==> config.mk <==
export PLATFORM = sky130hd
export DESIGN_NAME = core_id_ex_stage
export DESIGN_NICKNAME = d
export VERILOG_FILES = /design/src/rtl/core_pkg.sv /design/src/rtl/core_id_fwd_mux.sv /design/src/rtl/core_id_ex_stage.sv
export SDC_FILE = /design/constraint.sdc
export NUM_CORES = 1
export LEC_CHECK = 0
export ABC_AREA = 1
export ABC_CLOCK_PERIOD_IN_PS = 3900
export CAP_MARGIN = 30
export CORE_AREA = 3 3 179 181
export CTS_BUF_LIST = sky130_fd_sc_hd__clkbuf_2
export DETAILED_ROUTE_END_ITERATION = 8
export DIE_AREA = 0 0 182 184
export PLACE_DENSITY = 0.7
export SLEW_MARGIN = 15
export SYNTH_ARGS = -nofsm -noshare
export SYNTH_HDL_FRONTEND = slang
export SYNTH_SLANG_ARGS = --single-unit
==> constraint.sdc <==
create_clock -name clk -period 3.9 [get_ports clk]
set_clock_uncertainty 0.2 [all_clocks]
set_input_delay 0.78 -clock clk [delete_from_list [all_inputs] [get_ports clk]]
set_output_delay 0.78 -clock clk [all_outputs]
set_load 0.02 [all_outputs]
==> src/rtl/core_pkg.sv <==
// Shared types and constants for the RV32I core pipeline.
package core_pkg;

   localparam int XLEN       = 32;
   localparam int REG_ADDR_W = 5;

   typedef enum logic [2:0] {
      FWD_ZERO,
      FWD_EX,
      FWD_MEM,
      FWD_WB,
      FWD_RF
   } fwd_sel_e;

   typedef struct packed {
      logic [XLEN-1:0]       pc;
      logic [XLEN-1:0]       imm;
      logic [XLEN-1:0]       rs1_data;
      logic [XLEN-1:0]       rs2_data;
      logic [REG_ADDR_W-1:0] rd_addr;
   } id_ex_t;

endpackage

==> src/rtl/core_id_fwd_mux.sv <==
// Per-operand bypass selector: x0, then EX (non-load), MEM, WB, then register file.
module core_id_fwd_mux
   import core_pkg::*;
(
   input  logic [REG_ADDR_W-1:0] addr,
   input  logic [XLEN-1:0]       rf_data,
   input  logic                  ex_en,
   input  logic                  ex_is_load,
   input  logic [REG_ADDR_W-1:0] ex_addr,
   input  logic [XLEN-1:0]       ex_data,
   input  logic                  mem_en,
   input  logic [REG_ADDR_W-1:0] mem_addr,
   input  logic [XLEN-1:0]       mem_data,
   input  logic                  wb_en,
   input  logic [REG_ADDR_W-1:0] wb_addr,
   input  logic [XLEN-1:0]       wb_data,
   output logic [XLEN-1:0]       data,
   output fwd_sel_e              sel
);

   always_comb begin
      sel = FWD_RF;
      if (addr == '0)
         sel = FWD_ZERO;
      else if (ex_en && !ex_is_load && ex_addr == addr)
         sel = FWD_EX;
      else if (mem_en && mem_addr == addr)
         sel = FWD_MEM;
      else if (wb_en && wb_addr == addr)
         sel = FWD_WB;
   end

   always_comb begin
      data = rf_data;
      case (sel)
         FWD_ZERO: data = '0;
         FWD_EX:   data = ex_data;
         FWD_MEM:  data = mem_data;
         FWD_WB:   data = wb_data;
         default:  data = rf_data;
      endcase
   end

endmodule

==> src/rtl/core_id_ex_stage.sv <==
// Operand resolution, load-use hazard detection and the ID/EX pipeline register.
module core_id_ex_stage
   import core_pkg::*;
#(
   parameter int CTRL_W = 16
) (
   input  logic              clk,
   input  logic              rst_n,
   input  logic              id_valid,
   output logic              id_ready,
   input  logic [31:0]       id_pc,
   input  logic [4:0]        id_rs1_addr,
   input  logic [4:0]        id_rs2_addr,
   input  logic              id_rs1_used,
   input  logic              id_rs2_used,
   input  logic [4:0]        id_rd_addr,
   input  logic [31:0]       id_imm,
   input  logic [CTRL_W-1:0] id_ctrl,
   input  logic [31:0]       rf_rs1_data,
   input  logic [31:0]       rf_rs2_data,
   input  logic              ex_fwd_en,
   input  logic              ex_fwd_is_load,
   input  logic [4:0]        ex_fwd_addr,
   input  logic [31:0]       ex_fwd_data,
   input  logic              mem_fwd_en,
   input  logic [4:0]        mem_fwd_addr,
   input  logic [31:0]       mem_fwd_data,
   input  logic              wb_en,
   input  logic [4:0]        wb_addr,
   input  logic [31:0]       wb_data,
   input  logic              flush,
   output logic              ex_valid,
   input  logic              ex_ready,
   output logic [31:0]       ex_pc,
   output logic [31:0]       ex_imm,
   output logic [31:0]       ex_rs1_data,
   output logic [31:0]       ex_rs2_data,
   output logic [4:0]        ex_rd_addr,
   output logic [CTRL_W-1:0] ex_ctrl,
   output logic              load_use_stall,
   output logic [31:0]       stall_cnt
);

   logic [XLEN-1:0] rs1_res, rs2_res;
   // Debug-only select codes; kept for waveform inspection.
   fwd_sel_e        rs1_sel_unused, rs2_sel_unused;
   id_ex_t          ex_q;
   logic [CTRL_W-1:0] ctrl_q;
   logic            vld_q;

   core_id_fwd_mux u_fwd_rs1 (
      .addr(id_rs1_addr), .rf_data(rf_rs1_data),
      .ex_en(ex_fwd_en), .ex_is_load(ex_fwd_is_load), .ex_addr(ex_fwd_addr), .ex_data(ex_fwd_data),
      .mem_en(mem_fwd_en), .mem_addr(mem_fwd_addr), .mem_data(mem_fwd_data),
      .wb_en(wb_en), .wb_addr(wb_addr), .wb_data(wb_data),
      .data(rs1_res), .sel(rs1_sel_unused)
   );

   core_id_fwd_mux u_fwd_rs2 (
      .addr(id_rs2_addr), .rf_data(rf_rs2_data),
      .ex_en(ex_fwd_en), .ex_is_load(ex_fwd_is_load), .ex_addr(ex_fwd_addr), .ex_data(ex_fwd_data),
      .mem_en(mem_fwd_en), .mem_addr(mem_fwd_addr), .mem_data(mem_fwd_data),
      .wb_en(wb_en), .wb_addr(wb_addr), .wb_data(wb_data),
      .data(rs2_res), .sel(rs2_sel_unused)
   );

   // A load in EX has no data yet; a consumer must wait one cycle and pick it up from MEM.
   assign load_use_stall = id_valid && ex_fwd_en && ex_fwd_is_load && (ex_fwd_addr != '0) &&
                           ((id_rs1_used && ex_fwd_addr == id_rs1_addr) ||
                            (id_rs2_used && ex_fwd_addr == id_rs2_addr));

   assign id_ready = (!vld_q || ex_ready) && !load_use_stall && !flush;

   always_ff @(posedge clk or negedge rst_n) begin
      if (!rst_n) begin
         vld_q  <= 1'b0;
         ex_q   <= '0;
         ctrl_q <= '0;
      end else if (flush) begin
         vld_q <= 1'b0;
      end else if (id_valid && id_ready) begin
         vld_q          <= 1'b1;
         ex_q.pc        <= id_pc;
         ex_q.imm       <= id_imm;
         ex_q.rs1_data  <= rs1_res;
         ex_q.rs2_data  <= rs2_res;
         ex_q.rd_addr   <= id_rd_addr;
         ctrl_q         <= id_ctrl;
      end else if (ex_ready) begin
         vld_q <= 1'b0;
      end
   end

   always_ff @(posedge clk or negedge rst_n) begin
      if (!rst_n)
         stall_cnt <= '0;
      else if (load_use_stall && stall_cnt != 32'hFFFF_FFFF)
         stall_cnt <= stall_cnt + 32'd1;
   end

   assign ex_valid    = vld_q;
   assign ex_pc       = ex_q.pc;
   assign ex_imm      = ex_q.imm;
   assign ex_rs1_data = ex_q.rs1_data;
   assign ex_rs2_data = ex_q.rs2_data;
   assign ex_rd_addr  = ex_q.rd_addr;
   assign ex_ctrl     = ctrl_q;

endmodule
* Word level (Yosys, flattened, before mapping) *
Index checks and enable logic that the tools add are counted.
W data, S select, Z words.

word-level totals
  bits in registers = 182
  latch bits = 0
  RAM bits = 0
  memory bits (read-only) = 0
  input port bits = 281
  output and inout port bits = 184
  word-level logic and storage cells = 66
  memories = 0

cells by class
  add/sub/neg operators = 1
  $mul = 0
  div/mod/pow operators = 0
  magnitude comparators = 0
  equality and inequality tests = 13
  shift operators = 0
  mux-type cells = 13
  bitwise gates (word level) = 1
  reduce and logical (&&, ||, !) cells = 30

operators by type and width
  operator                 count
  $pmux W32 S4             2
  $add A32 B1 Y32 const B  1
  $ne A32 B32 Y1 const B   1
  $eq A5 B5 Y1             6
  $mux W3                  8
  $logic_and A1 B1 Y1      17
  $eq A3 B2 Y1 const B     4
  $logic_not A5 Y1         2
  $eq A3 B1 Y1 const B     2
  $logic_not A3 Y1         2
  $reduce_bool A5 Y1       1
  $logic_not A1 Y1         4
  $mux W1                  3
  $reduce_bool A3 Y1       1
  $logic_or A1 B1 Y1       2
  $reduce_and A2 Y1        1
  $not A1 Y1               1

* Longest topological paths before layout *
Gate-level depths: netlist (run 1).

  depth in word-level cells = 10
  mapped depth = 14
  mapped depth without buffers = 13

* Hierarchy *
From an unflattened synthesis (run 1), not the netlist that was laid out.

unflattened totals
  cells, all modules = 1604
  area total of the unflattened synthesis = 11552.3 µm²

by module, submodules not included
  module            instances  cells each  area each (µm²)  sequential area each (µm²)
  core_id_ex_stage  1          1054        8589.5           4554.4
  core_id_fwd_mux   2          275         1481.4           0.0

* Worst setup path before layout (run 1) *
No wires, ideal clock.

  path type = input -> output
  start point = input ex_fwd_addr[0]
  end point = output id_ready
  data arrival time = 1.686 ns
  data required time = 2.920 ns
  slack = 1.234 ns
  stages on the path = 8
  cells stage by stage = buf_2 > nor3_1 > nand3_1 > nand4_1 > inv_1 > nand2_2 > nand2_1 > nor2_1

between the ends
  word-level cells in the longest chain between the ends = 7
  elaborated cells on any way between the ends = 11
  classes of those cells = eq/ne: 2; reduce/logical: 9

RTL lines
  item                                    RTL line                                        text
  from (decl)                             core_id_ex_stage.sv:23                          input logic [4:0] ex_fwd_addr,
  $eq A5 B5 Y1 (on tied branches)         core_id_ex_stage.sv:69, core_id_ex_stage.sv:70
  $logic_and A1 B1 Y1 (on tied branches)  core_id_ex_stage.sv:69, core_id_ex_stage.sv:70
  $logic_or A1 B1 Y1                      core_id_ex_stage.sv:69                          ((id_rs1_used && ex_fwd_addr == id_rs1_addr) ||
  $logic_and A1 B1 Y1 *                   core_id_ex_stage.sv:68                          assign load_use_stall = id_valid && ex_fwd_en && ex_fwd_is_load && (ex_fwd_addr != '0) &&
  $logic_not A1 Y1 *                      core_id_ex_stage.sv:72                          assign id_ready = (!vld_q || ex_ready) && !load_use_stall && !flush;
  $logic_and A1 B1 Y1 * (2 in series)     core_id_ex_stage.sv:72
  to (decl)                               core_id_ex_stage.sv:10                          output logic id_ready,

Mark *: on every way between the ends. The rest lies on a longest branch, timed or not.

* Worst setup path after layout (run 1) *
  start point = input id_rs2_addr[1]
  end point = output id_ready

between the ends
  word-level cells in the longest chain between the ends = 7

RTL lines
  item                               RTL line                text
  from (decl)                        core_id_ex_stage.sv:13  input logic [4:0] id_rs2_addr,
  $eq A5 B5 Y1                       core_id_ex_stage.sv:70  (id_rs2_used && ex_fwd_addr == id_rs2_addr));
  $logic_and A1 B1 Y1                core_id_ex_stage.sv:70
  $logic_or A1 B1 Y1                 core_id_ex_stage.sv:69
  $logic_and A1 B1 Y1                core_id_ex_stage.sv:68
  $logic_not A1 Y1                   core_id_ex_stage.sv:72
  $logic_and A1 B1 Y1 (2 in series)  core_id_ex_stage.sv:72

Every way passes these cells.

==> summary.txt, run 1 <==
Critical path
  • Crit Path Max Fanout: 5
  • RR Startpoint: stall_cnt[0]
  • Worst path required time: 2.92 ns
  • Worst EP arrival: ~2.4 ns
  • Critical Path Source Type: input pin
  • Crit Path Category: in2out
  • CP startpoint: id_rs2_addr[1]
  • CP Capture Type: primary output

Finish
  • Layout cells sized above 1: 4.56%
  • Area growth syn-to-layout: 49.0%
  • Fin nets: 2,308
  • Filler instances: 3,062

Routing
  • 1st-iter DRT viols: approximately 950
  • Routed Antenna Nets: 0
  • Post-Route WL: 44,100 µm
  • Drt pass-1 iters: 9
  • Vias per cell: 4.92
  • Routed wire per std cell: between 15 and 20 µm
  • Residual DRC: 0
  • DR vias: 12,100

Synth
  • Top cells by count, synth: 456 x nand2_1, 237 x nor2_1, 206 x nand3_1, 182 x dfrtp_1, 157 x inv_1
  • Post-synth EDFFs: 0
  • Library cells used by synthesis: 26
  • Async SR Flop Fraction: 100%
  • Sequential area share after synthesis: 42.0%
  • Syn Nets: ~1,900
  • FF+latch count, synth: 182
  • Count leader, synth: nand2_1
  • Synth Cell Area: 0.0109 mm²
  • Synth warnings: 0
  • Main synth FF type: dfrtp_1
  • Cells after Synth: 1,600
  • Area share of the largest cell type after synthesis: 42.0%
  • Synth area leader: dfrtp_1
  • Top post-synthesis cells by area: dfrtp_1 42%, nand2_1 16%, nand3_1 9.5%
  • Syn_area_per_cell: 6.78 µm²

GRT
  • Met1 GRT Util: 32.2%
  • Most used routing layer: met2
  • First-pass GRT wire length: 67,400 µm
  • Met2 usage: 42.7%
  • Total congestion overflow: 0
  • GRT Overall Usage: about 26%
  • Initial antenna violation count: 18
  • Largest net degree at the start of global routing: 101
  • Global Route met3 Usage: 5.62%
  • Vias in the first global route: around 12,000

Floorplan
  • FP Rows: between 60 and 70
  • Top Ports: 465
  • Area of the core: 0.0306 mm²
  • Die H: 184 µm
  • Initial core utilization: 35.5%
  • Die area: 0.0335 mm²
  • Die Span X: 182 µm

STA
  • Post-layout minimum cycle time: about 3.4 ns
  • Final period utilization: 86.8%
  • Final hold slack: 0.232 ns
  • Measured slew at the worst slew-check pin: 0.991 ns
  • Final setup violation count: 0
  • Max Clock Freq: just under 300 MHz
  • Setup repair after global routing missed its margin: no
  • Slew Viols, Final: 0
  • TNS Setup: 0 ns
  • Fin. Hold Viols: 0
  • Max_slew headroom: around 34%

Outcome
  • Outcome: completed

Power and ir drop
  • Clk pwr share: 19.7%
  • Power Density: 332 mW/mm²
  • Leak Pwr: 7.63 nW
  • Total power: 5.37 mW
  • Combinational share of power: 36.7%
  • Sw Ratio: a little under two fifths
  • Power share of the sequential group: 43.6%
  • Max VDD drop: 0.154 mV
  • P_int: between 3 and 4 mW
  • Switching power: 2.03 mW

Place
  • Placer congestion estimate: 0.930
  • IO Port Bufs: 464
  • Placed wire-length estimate: 33,400 µm

Clock network
  • Reg clk slew, reported paths: 0.35 ns
  • H-tree levels: 4
  • Clk buf depth: 2
  • CTS tree: built
  • TritonCTS Buffers: 17
  • Clk_lat worst skew: 0.83 ns
  • TritonCTS Sinks: 182
  • Post-CTS setup buffers: 0
  • Clock root cell: clkbuf_2

Hold path
  • Worst min-delay path class: in2reg
  • HP Start: id_imm[6]

Run
  • Maximum capacitance violations: 0
sequential cells by signal, indices dropped and copies added, names as in the netlist:
register,count
ex_rs1_data,32
stall_cnt,32
ex_pc,32
ex_rs2_data,32
ex_rd_addr,5
ex_valid,1
ex_imm,32
ex_ctrl,16
metal layers:
layer | up-vias | wire length, µm
met1 | 5551 | 17600
li1 | 5904 | -
met2 | 547 | 21500
met3 | 74 | 3530
met5 | - | 0
met4 | 0 | 1460
logic make-up after synthesis:
kind of cell    share of synthesized area [%]
compound gates                           5.25
xor+xnor                                 3.07
fa+ha+maj                               0.115
buf+inv                                  10.7
flops                                    42.0
simple gates                             38.9
stage by stage:
stage	cells	util, %	worst slack [ns]	instance area [µm²]
after floorplan	1600	-	1.23	10900
after global placement	2400	51.7	0.121	15800
after detailed placement	2402	51.8	0.122	15900
after CTS	2435	52.7	0.101	16100
after global routing	2453	52.9	0.354	16200
final	2453	52.9	0.517	16200
cells in the final DEF, fill, tap and decap left out, drive strengths merged:
cell and instances:
nor3 85, nand4 12, nor3b 1, a21oi 2, ha 1, o21ai 108
dlymetal6s2s 3, nor4 3, nand2 459, inv 178, dfrtp 182, clkinv 6
nor2 243, buf 32, xor2 25, nand3 207, clkdlybuf4s50 460, diode 18
clkbuf 18, dlygate4sd3 1, xnor2 13
power groups by stage:
stage,logic [mW],clock network (mW),registers [mW]
floorplan,0.510,0,2.70
global placement,1.96,0,2.36
detailed placement,1.98,0,2.37
CTS,1.99,1.10,2.34
global route,2.12,1.16,2.38
finish,1.97,1.06,2.34
worst paths after layout:
check	endpoint	slack [ns]	depth (start not counted)
worst min-delay path	ex_imm[6]	0.23	3
worst max-delay path	id_ready	0.52	12
worst max register to register	stall_cnt[2]	1.50	9
worst min register to register	ex_rs1_data[14]	0.32	2
min in group asynchronous	ex_ctrl[0]	0.30	2
max in group asynchronous	ex_rs1_data[16]	2.22	3
repair_timing:
item,in CTS,in global routing
hold endpoints to repair,72,0
resized for setup,0,3
hold buffers,1,0
setup endpoints to repair,0,2
worst max-delay path, stage by stage:
cell,delay [ns]
clkdlybuf4s50_1,0.52
inv_2,0.15
nand2_1,0.07
nand2_1,0.06
nand2_1,0.05
nor2_1,0.13
nand3_1,0.11
nand2_1,0.10
nand2_2,0.12
nand2_1,0.09
nor2_1,0.04
dlymetal6s2s_1,0.20
area by class of cell:
class | count | area, µm² | share of cell area, %
diodes | 18 | 45.0 | 0.279
flip-flops and latches | 182 | 4550 | 28.2
inverters | 169 | 634 | 3.92
multi-input cells | 1159 | 5180 | 32.0
clock inverters | 15 | 174 | 1.08
repair buffers | 497 | 5010 | 31.0
well taps | 396 | 495 | 3.06
clock buffers | 17 | 85.1 | 0.526
Power figures use the tool's default switching activity.
==> inputs of run 2 (changes only) <==
CORE_AREA = default   (was 3 3 179 181)
CORE_MARGIN = 3   (was default)
CORE_UTILIZATION = 31   (was default)
DIE_AREA = default   (was 0 0 182 184)
PLACE_DENSITY = 0.63   (was 0.7)
SKIP_CTS_REPAIR_TIMING = 1   (was default)
==> run 2 against run 1 <==
Against the previous run:
- setup slack worse by 0.35 ns
- critical path type unchanged
- critical endpoint unchanged
- largest cell class unchanged
- first-iteration DRC count down 9.6%
- routed wire length up 4.8%
==> summary.txt, run 2 (synthesis results as in run 1) <==
Routing
  • DR vias: 12,100 (+0.22%)
  • WL met2: 22,400 µm (+4.2%)
  • Drt pass-1 iters: 5 (-4)
  • M1 WL: 18,200 µm (+3.5%)
  • WL met3: 4070 µm (+15%)
  • Post-Route WL: 46,200 µm (+4.8%)
  • Vias per cell: 4.84 (-1.7%)
  • Routed wire per std cell: 18.5 µm (+2.8%)
  • Top sig layer: met5
  • Residual DRC: 0 (unchanged)
  • 1st-iter DRT viols: 856 (-9.6%)
  • Routed Antenna Nets: 0 (unchanged)

Clock network
  • H-tree levels: 4 (unchanged)
  • Clock root cell: clkbuf_2
  • CTS tree: built
  • Clk_lat worst skew: 0.84 ns (about the same)
  • Reg clk slew, reported paths: 0.30 ns (-0.05 ns)
  • TritonCTS Buffers: 17 (unchanged)
  • TritonCTS Sinks: 182 (unchanged)
  • Clk buf depth: 2 (unchanged)

Finish
  • Filler instances: 3,444 (+12%)
  • Commonest non-fill, non-tap cell in the layout: clkdlybuf4s50_1
  • Area of the multi-input gates: 0.00519 mm² (+0.19%)
  • Layout cells sized above 1: 4.75% (+0.19 points)
  • Fin nets: 2,310 (+0.087%)
  • Area growth syn-to-layout: 50.4%
  • Most frequent cells in the layout: 461 x clkdlybuf4s50_1, 454 x nand2_1, 236 x nor2_1, 206 x nand3_1, 182 x dfrtp_1
  • Post-route insts no fill: 2,500 (+1.9%)
  • Storage cell area: 0.00455 mm² (unchanged)

Floorplan
  • Die area: 0.0373 mm² (+11%)
  • Die Span X: 193 µm (+6.1%)
  • FP Rows: 67 (+4.7%)
  • Die H: 193 µm (+4.9%)
  • Initial core utilization: 31.9% (-3.6 points)
  • Area of the core: 0.0340 mm² (+11%)
  • Top Ports: 465 (unchanged)

STA
  • Post-layout minimum cycle time: 3.73 ns (+0.349 ns)
  • Setup repair after global routing missed its margin: no
  • PnR worst setup slack: 0.167 ns (-0.349 ns)
  • Final period utilization: 95.7% (+9.0 points)
  • Final setup violation count: 0 (unchanged)
  • Measured slew at the worst slew-check pin: 0.963 ns (-0.0286 ns)
  • Max_slew headroom: 35.7% (+1.9 points)
  • Fin. Hold Viols: 0 (unchanged)
  • Max Clock Freq: 268 MHz (-9.4%)
  • Slew Viols, Final: 0 (unchanged)
  • TNS Setup: 0 ns (unchanged)

Critical path
  • Worst EP arrival: 2.75 ns (+0.35 ns)
  • RR Startpoint: stall_cnt[1]
  • R2r setup slk: 1.30 ns (-0.20 ns)
  • Worst R2R Path Depth: 11 (+2)
  • CP Capture Type: primary output
  • Crit Path Category: in2out
  • R2r endpoint: stall_cnt[22]
  • Worst path required time: 2.92 ns (about the same)
  • Critical Path Source Type: input pin
  • Crit Path Max Fanout: 4 (-1)

Hold path
  • Worst min-delay path class: in2reg
  • Worst Hold End: ex_imm[1]
  • HP Start: id_imm[1]
  • Hold-critical path depth: 3 (unchanged)

GRT
  • Total congestion overflow: 0 (unchanged)
  • Largest net degree at the start of global routing: 91 (-9.9%)
  • Vias in the first global route: 11,500 (-1.7%)
  • GRT Overall Usage: 24.0% (-1.7 points)
  • First-pass GRT wire length: 68,300 µm (+1.2%)
  • Initial antenna violation count: 12 (-6)

Place
  • Placer congestion estimate: 0.894 (-3.8%)
  • Placed instance count: 2,455 (+2.2%)
  • IO Port Bufs: 464 (unchanged)
  • Pre-CTS setup slack: 0.117 ns (-0.00498 ns)
  • Placed wire-length estimate: 34,300 µm (+2.5%)

Power and ir drop
  • Clk pwr share: 22.6% (+2.9 points)
  • Switching power: 1.95 mW (-3.8%)
  • P_int: 3.62 mW (+8.4%)
  • Power share of the sequential group: 42.0% (-1.6 points)
  • Max VDD drop: 0.269 mV (+74%)
  • Sw Ratio: 35.0% (-2.8 points)
  • Combinational share of power: 35.5% (-1.2 points)
  • Leak Pwr: 7.66 nW (+0.42%)
  • Power Density: 341 mW/mm² (+2.9%)

Run
  • Maximum capacitance violations: 0 (unchanged)

Outcome
  • Outcome: completed
==> run 2: cell count changes in the layout (fill, tap and decap cells not counted), moves of 2 or more <==
| cell | delta |
|---|---|
| inv_6 | -5 |
| diode_2 | -7 |
| clkbuf_2 | +2 |
| bufinv_16 | +5 |
| clkinv_8 | -4 |
| clkinv_4 | +2 |
==> run 2: cell type report <==
cell class                      instances  area share (%)
Timing Repair Buffer                  499            30.9
Clock inverter                         13            1.36
Tap cell                              448            3.43
Multi-Input combinational cell       1159            31.8
Sequential cell                       182            27.9
Inverter                              169            3.89
Clock buffer                           19           0.583
Antenna cell                           11           0.169
==> run 2: worst max-delay path, cell delays in order <==
cell and delay [ns]:
clkdlybuf4s50_1 0.60, xor2_2 0.22, nor2_1 0.08, nand3_1 0.08, nand2_1 0.06, nand2_2 0.14
nand2_1 0.07, nor2_1 0.09, clkdlybuf4s50_1 0.61
==> run 2: power groups by stage <==
stage	logic (mW)	clock network [mW]	registers, mW
6_report	1.98	1.26	2.34
5_1_grt	2.13	1.38	2.37
4_1_cts	1.99	1.30	2.34
3_5_place_dp	1.98	0	2.37
3_3_place_gp	1.98	0	2.36
2_1_floorplan	0.510	0	2.70
==> run 2: how the worst max path moves through the flow <==
| stage | slack (ns) | endpoint | depth (start not counted) | start |
|---|---|---|---|---|
| floorplan | 1.23 | id_ready | 8 | ex_fwd_addr[0] |
| global placement | 0.07 | id_ready | 12 | ex_fwd_addr[1] |
| detailed placement | 0.12 | id_ready | 9 | ex_fwd_addr[0] |
| CTS | 0.10 | id_ready | 12 | ex_fwd_addr[1] |
| global route | 0.0005 | id_ready | 12 | id_rs2_addr[1] |
| finish | 0.17 | id_ready | 9 | id_rs1_addr[4] |
==> run 2: stage by stage <==
stage	hold WS (ns)	utilization [%]	area, µm²	total power [mW]
after floorplan	0.284	-	10900	3.21
after global placement	0.262	46.7	15900	4.34
after detailed placement	0.264	46.8	15900	4.35
after CTS	-0.363	47.7	16200	5.64
after global routing	0.0839	47.9	16300	5.89
final	0.221	47.9	16300	5.57
==> run 2: routing by layer <==
metal / up-vias / GRT usage, %
li1: 5890 / -
met5: - / 0
met1: 5602 / 29.1
met3: 76 / 6.40
met4: 2 / 8.82
met2: 532 / 41.2
==> inputs of run 3 (changes only) <==
ABC_CLOCK_PERIOD_IN_PS = 3080   (was 3900)
CORE_AREA = 3 3 179 181   (was default)
CORE_MARGIN = default   (was 3)
CORE_UTILIZATION = default   (was 31)
DIE_AREA = 0 0 182 184   (was default)
PLACE_DENSITY = 0.72   (was 0.63)
SLEW_MARGIN = 20   (was 15)
clock period = 3.08 ns   (was 3.9 ns; I/O delays follow)
==> run 3 against run 2 <==
Against the previous run:
- setup slack worse by 0.047 ns
- total power is 24% higher
- combinational power is 31% higher
- routed wire length is 1.9% lower
- critical endpoint unchanged
==> summary.txt, run 3 (synthesis results as in run 1) <==
Critical path
  • CP Capture Type: primary output
  • Worst path required time: 2.26 ns (-0.66 ns)
  • Worst EP arrival: 2.14 ns (-0.61 ns)
  • Critical Path Source Type: input pin
  • Slowest CP cell: clkdlybuf4s50_1
  • CP peak stage delay: 0.55 ns (-0.06 ns)
  • Crit Path Max Fanout: 3 (-1)
  • Crit Path Category: in2out
  • CP Cell Sequence: clkdlybuf4s50_1 > xnor2_2 > inv_1 > nor2_1 > nand3_1 > nand2_1 > nand2_2 > nand2_1 > nor2_1 > dlymetal6s2s_1

Routing
  • Routed wire per std cell: 18.0 µm (-2.8%)
  • DR vias: 12,500 (+3.4%)
  • 1st-iter DRT viols: 1,091 (+27%)
  • Drt pass-1 iters: 6 (+1)
  • Post-Route WL: 45,400 µm (-1.9%)
  • Vias per cell: 4.96 (+2.4%)
  • Routed Antenna Nets: 0 (unchanged)
  • Residual DRC: 0 (unchanged)

STA
  • Max Clock Freq: roughly 340 MHz
  • Final setup violation count: 0 (unchanged)
  • Setup repair after global routing missed its margin: no
  • Fin. Hold Viols: 0 (unchanged)
  • Post-layout minimum cycle time: 2.96 ns
  • Final period utilization: 96.1%
  • Slew Viols, Final: 0 (unchanged)
  • Measured slew at the worst slew-check pin: 0.954 ns (-0.00855 ns)
  • Max_slew headroom: 36.2% (+0.57 points)
  • PnR worst setup slack: 0.120 ns (-0.0472 ns)

Power and ir drop
  • Switching power: 2.54 mW (+30%)
  • P_int: 4.35 mW (+20%)
  • Power Density: 406 mW/mm² (+19%)
  • Combinational share of power: 37.6% (+2.1 points)
  • Clk pwr share: 19.4% (-3.2 points)
  • Total power: 6.89 mW (+24%)
  • Power share of the sequential group: 43.1% (+1.1 points)
  • Leak Pwr: 8.03 nW (+4.8%)
  • Max VDD drop: 0.375 mV (+39%)
  • Sw Ratio: 36.9% (+1.8 points)

Floorplan
  • FP Rows: 64 (-4.5%)
  • Die H: 184 µm (-4.7%)
  • Area of the core: 0.0306 mm² (-10%)
  • Initial core utilization: 35.5% (+3.6 points)
  • Die area: 0.0335 mm² (-10%)
  • Top Ports: 465 (unchanged)
  • Die Span X: 182 µm (-5.8%)

Finish
  • Core Util, Final: 55.5% (+7.6 points)
  • Storage cell area: 0.00456 mm² (about the same)
  • Area growth syn-to-layout: 56.5%
  • Area of the multi-input gates: 0.00518 mm² (about the same)
  • Fin nets: 2,385 (+3.2%)
  • Commonest non-fill, non-tap cell in the layout: clkdlybuf4s50_1
  • Most frequent cells in the layout: 459 x clkdlybuf4s50_1, 456 x nand2_1, 235 x nor2_1, 206 x nand3_1, 179 x dfrtp_1
  • Filler instances: 2,915 (-15%)
  • Layout cells sized above 1: 6.47% (+1.7 points)

Clock network
  • H-tree levels: 4 (unchanged)
  • Clk buf depth: 2 (unchanged)
  • TritonCTS Sinks: 182 (unchanged)
  • TritonCTS Buffers: 17 (unchanged)
  • Reg clk slew, reported paths: 0.30 ns (about the same)
  • Clk_lat worst skew: 0.86 ns (+0.02 ns)
  • Clock root cell: clkbuf_2
  • CTS tree: built

Place
  • Placer congestion estimate: 0.907 (+1.4%)
  • IO Port Bufs: 464 (unchanged)
  • Pre-CTS setup slack: -0.278 ns (-0.396 ns)
  • Placed wire-length estimate: 34,300 µm (+0.12%)

Hold path
  • Worst min-delay path class: in2reg

Outcome
  • Outcome: completed

GRT
  • GRT Overall Usage: 25.9% (+1.8 points)
  • Total congestion overflow: 0 (unchanged)
  • Vias in the first global route: 11,900 (+3.6%)
  • Initial antenna violation count: 12 (unchanged)
  • First-pass GRT wire length: 67,600 µm (-0.91%)
  • Largest net degree at the start of global routing: 74 (-19%)

Run
  • Maximum capacitance violations: 0 (unchanged)
[run 3: per-stage QoR]
| step | cells | cell area, µm² | hold slack, ns | setup TNS (ns) |
|---|---|---|---|---|
| global placement | 2441 | 16300 | 0.262 | -0.760 |
| floorplan | 1600 | 10900 | 0.120 | 0 |
| CTS | 2473 | 16600 | -0.583 | -0.582 |
| global route | 2524 | 17000 | -0.0220 | 0 |
| detailed placement | 2441 | 16300 | 0.265 | -2.04 |
| finish | 2524 | 17000 | 0.0610 | 0 |
[run 3: power groups by stage]
stage / combinational (mW) / clock [mW] / sequential [mW]
after floorplan: 0.646 / 0 / 3.42
after global placement: 2.53 / 0 / 2.99
after detailed placement: 2.55 / 0 / 3.00
after CTS: 2.56 / 1.39 / 2.97
after global routing: 2.78 / 1.49 / 3.02
final: 2.59 / 1.34 / 2.97
[run 3: routing by layer]
metal | GRT usage [%] | share of wire [%] | up-vias
met5 | 0 | 0 | -
met4 | 12.4 | 4.0 | 0
met1 | 32.2 | 39 | 5730
li1 | - | - | 6057
met3 | 5.98 | 8.6 | 102
met2 | 42.6 | 49 | 622
[run 3: layout make-up]
type,instances,share of cell area [%]
sequential,182,26.8
clock inverter,15,0.965
clock buffer,17,0.501
tap,396,2.92
antenna,12,0.177
multi-input combinational,1159,30.5
inverter,169,3.73
timing repair buffer,574,34.4
[run 3: final timing paths]
| path | start | to | slack (ns) | cells after the start |
|---|---|---|---|---|
| max reg2reg | stall_cnt[1] | stall_cnt[3] | 0.68 | 11 |
| max | ex_fwd_addr[2] | id_ready | 0.12 | 10 |
| min reg2reg | ex_rd_addr[0] | ex_rd_addr[0] | 0.32 | 2 |
| min | id_ctrl[9] | ex_ctrl[9] | 0.06 | 3 |
| max in group asynchronous | rst_n | stall_cnt[19] | 1.83 | 3 |
| min in group asynchronous | rst_n | ex_rs2_data[9] | 0.12 | 2 |
[run 3: critical path: cells and delay by family]
family        cells  cell delay [ns]
xor+xnor          1             0.14
simple gates      6             0.59
buf+inv           3             0.80
